**config.mk**
```make
export PLATFORM = sky130hd
export DESIGN_NAME = mem_port_arbiter
export DESIGN_NICKNAME = d
export VERILOG_FILES = /design/src/rtl/mem_port_arbiter.sv
export SDC_FILE = /design/constraint.sdc
export NUM_CORES = 1
export LEC_CHECK = 0
export CORE_MARGIN = 3
export CORE_UTILIZATION = 44
export CTS_CLUSTER_SIZE = 10
export DETAILED_ROUTE_END_ITERATION = 16
export PLACE_DENSITY = 0.95
export SLEW_MARGIN = 25
export SYNTH_ARGS = -nofsm -noshare
export SYNTH_HDL_FRONTEND = slang
export SYNTH_SLANG_ARGS = --single-unit
export TNS_END_PERCENT = 30
```
**constraint.sdc**
```tcl
create_clock -name clk_i -period 2.8 [get_ports clk_i]
set_clock_uncertainty 0.1 [all_clocks]
set_input_delay 0.56 -clock clk_i [delete_from_list [all_inputs] [get_ports clk_i]]
set_output_delay 0.56 -clock clk_i [all_outputs]
set_load 0.05 [all_outputs]
```
**src/rtl/mem_port_arbiter.sv**
```systemverilog
// Two-port round-robin arbiter sharing one synchronous single-port RAM.
// One access in flight at a time; per-port registered read data and one-cycle ack.
module mem_port_arbiter #(
  parameter int ADDR_W  = 8,
  parameter int DATA_W  = 8,
  parameter int MEM_LAT = 1
) (
  input  logic              clk_i,
  input  logic              rst_n_i,
  input  logic              m0_req_i,
  input  logic              m0_we_i,
  input  logic [ADDR_W-1:0] m0_addr_i,
  input  logic [DATA_W-1:0] m0_wdata_i,
  output logic              m0_ack_o,
  output logic [DATA_W-1:0] m0_rdata_o,
  input  logic              m1_req_i,
  input  logic              m1_we_i,
  input  logic [ADDR_W-1:0] m1_addr_i,
  input  logic [DATA_W-1:0] m1_wdata_i,
  output logic              m1_ack_o,
  output logic [DATA_W-1:0] m1_rdata_o,
  output logic              mem_en_o,
  output logic              mem_we_o,
  output logic [ADDR_W-1:0] mem_addr_o,
  output logic [DATA_W-1:0] mem_wdata_o,
  input  logic [DATA_W-1:0] mem_rdata_i,
  output logic              busy_o,
  output logic              owner_o
);

  localparam int CNT_W = 2;

  typedef enum logic [1:0] {IDLE, ISSUE, WAIT, ACK} state_t;

  state_t            state_q, state_d;
  logic              grant_vld, grant_port;
  logic              owner_q, last_q, we_q;
  logic [ADDR_W-1:0] addr_q;
  logic [DATA_W-1:0] wdata_q;
  logic [CNT_W-1:0]  cnt_q;
  logic [DATA_W-1:0] rdata0_q, rdata1_q;

  // Tie goes to the port that was not served last.
  always_comb begin
    grant_vld  = m0_req_i | m1_req_i;
    grant_port = 1'b0;
    if (m0_req_i && m1_req_i) begin
      grant_port = ~last_q;
    end else if (m1_req_i) begin
      grant_port = 1'b1;
    end
  end

  always_comb begin
    state_d = state_q;
    case (state_q)
      IDLE:    if (grant_vld) state_d = ISSUE;
      ISSUE:   state_d = we_q ? ACK : WAIT;
      WAIT:    if (cnt_q == '0) state_d = ACK;
      ACK:     state_d = IDLE;
      default: state_d = IDLE;
    endcase
  end

  always_ff @(posedge clk_i or negedge rst_n_i) begin
    if (!rst_n_i) begin
      state_q <= IDLE;
    end else begin
      state_q <= state_d;
    end
  end

  always_ff @(posedge clk_i or negedge rst_n_i) begin
    if (!rst_n_i) begin
      owner_q  <= 1'b0;
      last_q   <= 1'b1;
      we_q     <= 1'b0;
      addr_q   <= '0;
      wdata_q  <= '0;
      cnt_q    <= '0;
      rdata0_q <= '0;
      rdata1_q <= '0;
    end else begin
      case (state_q)
        IDLE: begin
          if (grant_vld) begin
            owner_q <= grant_port;
            last_q  <= grant_port;
            we_q    <= grant_port ? m1_we_i    : m0_we_i;
            addr_q  <= grant_port ? m1_addr_i  : m0_addr_i;
            wdata_q <= grant_port ? m1_wdata_i : m0_wdata_i;
          end
        end
        ISSUE: begin
          if (!we_q) cnt_q <= CNT_W'(MEM_LAT - 1);
        end
        WAIT: begin
          if (cnt_q == '0) begin
            if (owner_q) rdata1_q <= mem_rdata_i;
            else         rdata0_q <= mem_rdata_i;
          end else begin
            cnt_q <= cnt_q - CNT_W'(1);
          end
        end
        default: ;
      endcase
    end
  end

  assign mem_en_o    = (state_q == ISSUE);
  assign mem_we_o    = (state_q == ISSUE) & we_q;
  assign mem_addr_o  = addr_q;
  assign mem_wdata_o = wdata_q;
  assign m0_ack_o    = (state_q == ACK) & ~owner_q;
  assign m1_ack_o    = (state_q == ACK) &  owner_q;
  assign m0_rdata_o  = rdata0_q;
  assign m1_rdata_o  = rdata1_q;
  assign busy_o      = (state_q != IDLE);
  assign owner_o     = owner_q;

endmodule

```
==> results of run 1 <==
## registers in the layout, summed over array words and instances (netlist names)
| register | cells |
|---|---|
| mem_addr_o | 8 |
| m0_rdata_o | 8 |
| we_q | 1 |
| m1_rdata_o | 8 |
| state_q | 2 |
| cnt_q | 2 |
| mem_wdata_o | 8 |
| owner_o | 1 |
| last_q | 1 |
## kinds of logic after synthesis
logic type,count (synthesis)
compound gates,45
fa+ha+maj,6
buf+inv,15
flops,39
mux,18
simple gates,47
## where the power goes
group          total [mW]  internal, mW  switching [mW]
sequential           1.01         0.847           0.164
clock               0.460         0.265           0.195
combinational        2.35         0.846            1.50
## stage by stage
| step | total power, mW | hold slack (ns) | util [%] | setup slack (ns) |
|---|---|---|---|---|
| 3_3_place_gp | 3.31 | 0.385 | 69.3 | 0.494 |
| 5_1_grt | 4.00 | 0.341 | 72.2 | 0.0408 |
| 2_1_floorplan | 2.59 | 0.164 | - | 0.668 |
| 6_report | 3.82 | 0.267 | 72.2 | 0.128 |
| 3_5_place_dp | 3.37 | 0.393 | 69.3 | 0.447 |
| 4_1_cts | 3.85 | 0.295 | 72.2 | 0.121 |
## metal layers
metal	share of wire (%)	GRT usage [%]	up-vias
met5	0	0	-
met4	2.2	5.96	0
met3	10	7.97	9
met2	46	29.7	83
met1	42	20.6	725
li1	-	-	741
## worst max path at each step
stage | to | slack (ns) | from
after floorplan | mem_we_o | 0.67 | state_q[1]
after global placement | busy_o | 0.49 | state_q[0]
after CTS | busy_o | 0.12 | state_q[0]
after detailed placement | busy_o | 0.45 | state_q[0]
final | busy_o | 0.13 | state_q[0]
after global routing | mem_we_o | 0.04 | state_q[1]
## worst max-delay path: stages, from the launching register on
cell	delay, ns
dfrtp_1	0.40
inv_1	0.11
ha_1	0.29
inv_1	0.10
clkdlybuf4s50_1	0.81
## layout make-up
type                            instances  area (sq um)  area share [%]
Clock buffer                            5          68.8            2.51
Clock inverter                          3          43.8            1.60
Inverter                                6          22.5           0.821
Multi-Input combinational cell        116           731            26.6
Sequential cell                        39           977            35.6
Tap cell                               48          60.1            2.19
Timing Repair Buffer                   85           841            30.6
## cells in the final DEF, fill, tap and decap left out
master	instances
o21ai_2	1
nand3_1	2
a211oi_1	1
inv_1	6
a31oi_1	1
clkdlybuf4s50_1	82
bufinv_16	1
o21ai_1	1
a21bo_2	1
or2_1	1
clkbuf_8	5
o21a_1	1
nor2_1	19
dfstp_2	1
and2_1	1
buf_4	2
clkinv_4	1
nand2_1	20
and3_1	1
nor3b_1	1
a21boi_4	1
mux2_2	17
o22ai_1	1
nor2b_1	2
ha_1	6
clkinv_2	1
buf_2	1
mux2i_1	1
a2bb2oi_1	1
dfrtp_1	38
a21oi_1	36
==> results by group, run 1 <==
Clock network
  – Clk sinks: 39
  – Cts hold-fix bufs: 0
  – Clock transition at path regs: about 0.080 ns
  – # resized after CTS: 0
  – Clk_lat worst skew: 0.29 ns
  – Num CTS Buffers: 5
  – Clk buf depth: 2
  – Post-CTS Setup Bufs: 0
  – CTS tree: built
  – Root Driver: clkbuf_8
  – H-tree lvl count: 2

Route
  – Via count: roughly 1600
  – Final ANT Viol Nets: 0
  – DRT iter0 DRCs: 63
  – # DRC: 0
  – Routed WL per cell: 14.6 microns
  – Pre-antenna DRT Iters: 4
  – Routed WL: 4.41 mm
  – Via density: 5.16

Synth
  – Mux cell area share after synthesis: 11.3%
  – Synth Area in XOR/XNOR: 0%
  – Dominant cells by area after synthesis: dfrtp_1, mux2_2, a21oi_1
  – Adder-cell share of the synthesized area: approximately 4.2%
  – Number of synthesized flops with an enable pin: 0
  – Syn Inst Count: between 150 and 200
  – Post-Syn Area per Cell: 10.5 sq um
  – Post-synth ARST share: 100%
  – Synth Area in Compound Gates: 14.5%
  – Sequential share of the synthesized area: 54.7%
  – Syn Std Cell Area: roughly 1800 sq um
  – Cell taking the most area after synthesis: dfrtp_1
  – Yosys warnings: 0
  – Area share of the largest cell type after synthesis: 53.2%
  – Primary FF master, synth: dfrtp_1
  – Post-synth top cells: dfrtp_1, a21oi_1, nand2_1
  – Top-count cell post-synth: dfrtp_1
  – Post-Syn Nets: roughly 220
  – Main combinational cell family by area after synthesis: compound AO/OA/AOI/OAI gates
  – Register bit total from synthesis: 39
  – Simple-Gate Fraction of Synth Area: ~11%
  – Yosys cell types: 27

Worst setup path
  – Critical path required time: 2.14 ns
  – Type of element capturing the critical path: output pin
  – Startpoint types: flop
  – Critical R2R Capture: mem_wdata_o[6]
  – Worst R2R Start: state_q[0]
  – Reg2Reg Depth: 6
  – FF-to-FF setup slack: between 0.9 and 1 ns
  – Worst Path Max Fanout: 7
  – Worst EP arrival: 2.01 ns
  – Worst setup path category: reg -> out

Timing
  – Tcrit/Tclk final: 95.4%
  – Final Hold Vio Count: 0
  – Final TNS setup: 0 ns
  – Slew Viols, Final: 0
  – Max-slew headroom: 44.2%
  – Tightest Pin Transition: 0.837 ns
  – Fmax: 0.374 GHz
  – Unrepaired setup endpoints after global routing: false
  – Final setup vio count: 0
  – Fin crit period: between 2 and 3 ns

Placement
  – Dpl cell area: 2630 sq um
  – Port bufs: 83
  – Gpl congestion: 0.802
  – Post-DP HPWL: 3.30 mm
  – Inst Count DP: 294

GRT
  – Remaining Overflow, GRT: 0
  – GRT Total Usage: around 18%
  – Vias in the first global route: ~1400
  – Initial antenna violation count: 0
  – Largest net degree at the start of global routing: 40
  – First-pass GRT wire length: 6.78 mm

Layout
  – Area Overhead vs Synth: 53.6%
  – Fill cells: 279
  – Number of diodes: 0
  – Share of cells above drive strength 1: roughly 13%
  – Non-filler cells, final: 302
  – Fin nets: 305
  – Design area: 2740 sq um

Min path
  – Worst Hold Class: in -> async

Floorplanning
  – # IOs: between 80 and 90
  – Chip Height: 69.7 microns
  – Die span in x: 69.7 microns
  – Initial Util: 47.0%
  – Die Area: 4860 sq um
  – Core ar.: 3800 sq um
  – # rows: 22

Pwr
  – Leak Pwr: 1.19 nW
  – Worst vdd ir: 598 uV
  – Pwr Density: 1390 nW/um^2

Outcome
  – Status: finished, final reports clean

Flow run
  – Max-cap violations: 0
(Power assumes the default switching activity.)
==> inputs of run 2 (changes only) <==
--- a/config.mk
+++ b/config.mk
@@ -5,12 +5,12 @@
 export SDC_FILE = /design/constraint.sdc
 export NUM_CORES = 1
 export LEC_CHECK = 0
-export CORE_MARGIN = 3
+export CORE_MARGIN = 1
 export CORE_UTILIZATION = 44
 export CTS_CLUSTER_SIZE = 10
 export DETAILED_ROUTE_END_ITERATION = 16
-export PLACE_DENSITY = 0.95
-export SLEW_MARGIN = 25
+export PLACE_DENSITY = 0.83
+export SLEW_MARGIN = 20
 export SYNTH_ARGS = -nofsm -noshare
 export SYNTH_HDL_FRONTEND = slang
 export SYNTH_SLANG_ARGS = --single-unit
==> run 2 against run 1 <==
Clock-buffer cell count up 1. Sequential share of layout area about the same. Global-route usage rose by 4.5 points. Combinational power decreased by 2%.
==> results by group, run 2 (synthesis results as in run 1) <==
Outcome
  – Status: finished, final reports clean

Timing
  – Tightest Pin Transition: 0.850 ns (+0.0137 ns)
  – Unrepaired setup endpoints after global routing: false
  – Final Hold Vio Count: 0 (unchanged)
  – Final setup vio count: 0 (unchanged)
  – Max-slew headroom: 43.3% (-0.91 points)
  – Hold slack: 0.279 ns (+0.0123 ns)
  – Tcrit/Tclk final: 95.0% (-0.46 points)
  – Fmax: 0.376 GHz (+0.49%)
  – Slew Viols, Final: 0 (unchanged)
  – Fin crit period: 2.66 ns (-0.0130 ns)
  – Setup ws final: 0.141 ns (+0.0130 ns)
  – Final TNS setup: 0 ns (unchanged)

Route
  – Via count: 1514 (-2.8%)
  – Pre-antenna DRT Iters: 4 (unchanged)
  – Via density: 5.03 (-2.5%)
  – Final ANT Viol Nets: 0 (unchanged)
  – Routed WL per cell: 14.3 microns (-2.5%)
  – Routed WL: 4.29 mm (-2.8%)
  – DRT iter0 DRCs: 70 (+11%)
  – # DRC: 0 (unchanged)

Floorplanning
  – # rows: 22 (unchanged)
  – Initial Util: 47.4% (+0.34 points)
  – Die span in x: 65.7 microns (-5.7%)
  – Chip Height: 65.7 microns (-5.7%)
  – Die Area: 4320 sq um (-11%)
  – Core ar.: 3770 sq um (-0.72%)
  – # IOs: 84 (unchanged)

Layout
  – Most frequent cells in the layout: clkdlybuf4s50_1, dfrtp_1, a21oi_1
  – Number of diodes: 0 (unchanged)
  – Multi-input gate area: 731 sq um (unchanged)
  – Fill cells: 278 (-0.36%)
  – Commonest non-fill, non-tap cell in the layout: clkdlybuf4s50_1
  – Area Overhead vs Synth: 53.4% (about the same)
  – Storage cell area: 977 sq um (unchanged)
  – Share of cells above drive strength 1: 12.3% (-0.35 points)
  – Fin nets: 304 (-0.33%)

Clock network
  – # resized after CTS: 0 (unchanged)
  – Clock transition at path regs: 0.08 ns (about the same)
  – Root Driver: clkbuf_8
  – Cts hold-fix bufs: 0 (unchanged)
  – Clk buf depth: 2 (unchanged)
  – CTS tree: built
  – Clk_lat worst skew: 0.29 ns (about the same)
  – H-tree lvl count: 2 (unchanged)
  – Clk sinks: 39 (unchanged)
  – Num CTS Buffers: 5 (unchanged)
  – Post-CTS Setup Bufs: 0 (unchanged)

Placement
  – Setup WS pre-CTS: 0.448 ns (+0.000657 ns)
  – Gpl congestion: 0.711 (-11%)
  – Post-DP HPWL: 3.19 mm (-3.4%)
  – Port bufs: 83 (unchanged)

Worst setup path
  – Startpoint types: flop
  – Worst Path Max Fanout: 7 (unchanged)
  – Critical path required time: 2.14 ns (about the same)
  – Worst setup path category: reg -> out
  – Type of element capturing the critical path: output pin
  – Worst EP arrival: 2.00 ns (about the same)

Pwr
  – Worst vdd ir: 699 uV (+17%)
  – Seq pwr share: 26.7% (+0.2 points)
  – Int Power: 1.97 mW (+0.74%)
  – Switch Pwr: 1.84 mW (-0.98%)
  – Pwr Density: 1390 nW/um^2 (about the same)
  – Sw Share: 48.3% (-0.43 points)
  – Clock Power Share: 12.6% (+0.6 points)
  – Leak Pwr: 1.18 nW (-0.18%)
  – Comb power frac: 60.7% (-0.8 points)

Min path
  – Worst Hold Class: in -> async

Flow run
  – Max-cap violations: 0 (unchanged)

GRT
  – Remaining Overflow, GRT: 0 (unchanged)
  – GRT Total Usage: 22.4% (+4.5 points)
  – Largest net degree at the start of global routing: 40 (unchanged)
  – First-pass GRT wire length: 7.13 mm (+5.1%)
  – Vias in the first global route: 1483 (+3.0%)
  – Initial antenna violation count: 0 (unchanged)
==> run 2: cell types whose count changed in the layout (fill, tap and decap cells not counted), sizes merged <==
cell and delta:
buf -1, clkinv -1, clkbuf +1
==> run 2: path summary, 6_finish.rpt <==
| check | slack, ns | depth (start not counted) | to | start |
|---|---|---|---|---|
| max | 0.14 | 4 | busy_o | state_q[0] |
| max in group asynchronous | 1.80 | 1 | mem_addr_o[4] | rst_n_i |
| min reg2reg | 0.41 | 1 | m1_rdata_o[6] | m1_rdata_o[6] |
| max reg2reg | 0.96 | 5 | mem_addr_o[3] | state_q[0] |
| min | 0.28 | 1 | m0_rdata_o[3] | rst_n_i |
| min in group clk_i | 0.41 | 1 | m1_rdata_o[6] | m1_rdata_o[6] |
==> run 2: power by group through the flow <==
| stage | Clock (mW) | Sequential [mW] | Combinational (mW) |
|---|---|---|---|
| floorplan | 0 | 1.85 | 0.735 |
| global placement | 0 | 1.01 | 2.29 |
| detailed placement | 0 | 1.03 | 2.33 |
| CTS | 0.487 | 1.02 | 2.33 |
| global route | 0.518 | 1.05 | 2.46 |
| finish | 0.481 | 1.02 | 2.31 |
==> run 2: critical path, cell delays in order, from the launching register on <==
cell	delay [ns]
dfrtp_1	0.39
inv_1	0.11
ha_1	0.30
inv_1	0.10
clkdlybuf4s50_1	0.82
==> run 2: routing by layer <==
| layer | GRT usage (%) | routed length, microns | vias to the layer above | part of all wire [%] |
|---|---|---|---|---|
| li1 | - | - | 737 | - |
| met1 | 29.6 | 1880 | 700 | 44 |
| met2 | 34.9 | 2000 | 72 | 47 |
| met3 | 6.60 | 362 | 5 | 8.4 |
| met4 | 7.34 | 45 | 0 | 1.0 |
| met5 | 0 | 0 | - | 0 |
==> run 2: metrics by stage <==
stage / instances / cell area, sq um / total power [mW] / util, %
5_1_grt: 301 / 2740 / 4.02 / 72.7
4_1_cts: 301 / 2740 / 3.84 / 72.7
2_1_floorplan: 170 / 1790 / 2.59 / -
3_3_place_gp: 293 / 2620 / 3.30 / 69.6
3_5_place_dp: 293 / 2620 / 3.35 / 69.6
6_report: 301 / 2740 / 3.81 / 72.7
==> run 2: cell type report <==
cell class	count	area share, %
Multi-Input combinational cell	116	26.7
Timing Repair Buffer	84	30.4
Inverter	6	0.822
Sequential cell	39	35.6
Tap cell	48	2.19
Clock buffer	6	3.01
Clock inverter	2	1.28
==> inputs of run 3 (changes only) <==
--- a/config.mk
+++ b/config.mk
@@ -9,6 +9,7 @@
 export CORE_UTILIZATION = 44
 export CTS_CLUSTER_SIZE = 10
 export DETAILED_ROUTE_END_ITERATION = 16
+export GPL_ROUTABILITY_DRIVEN = 1
 export PLACE_DENSITY = 0.83
 export SLEW_MARGIN = 20
 export SYNTH_ARGS = -nofsm -noshare
==> results of run 3 <==
The final DEF is identical to that of run 2; final timing and power are the same.
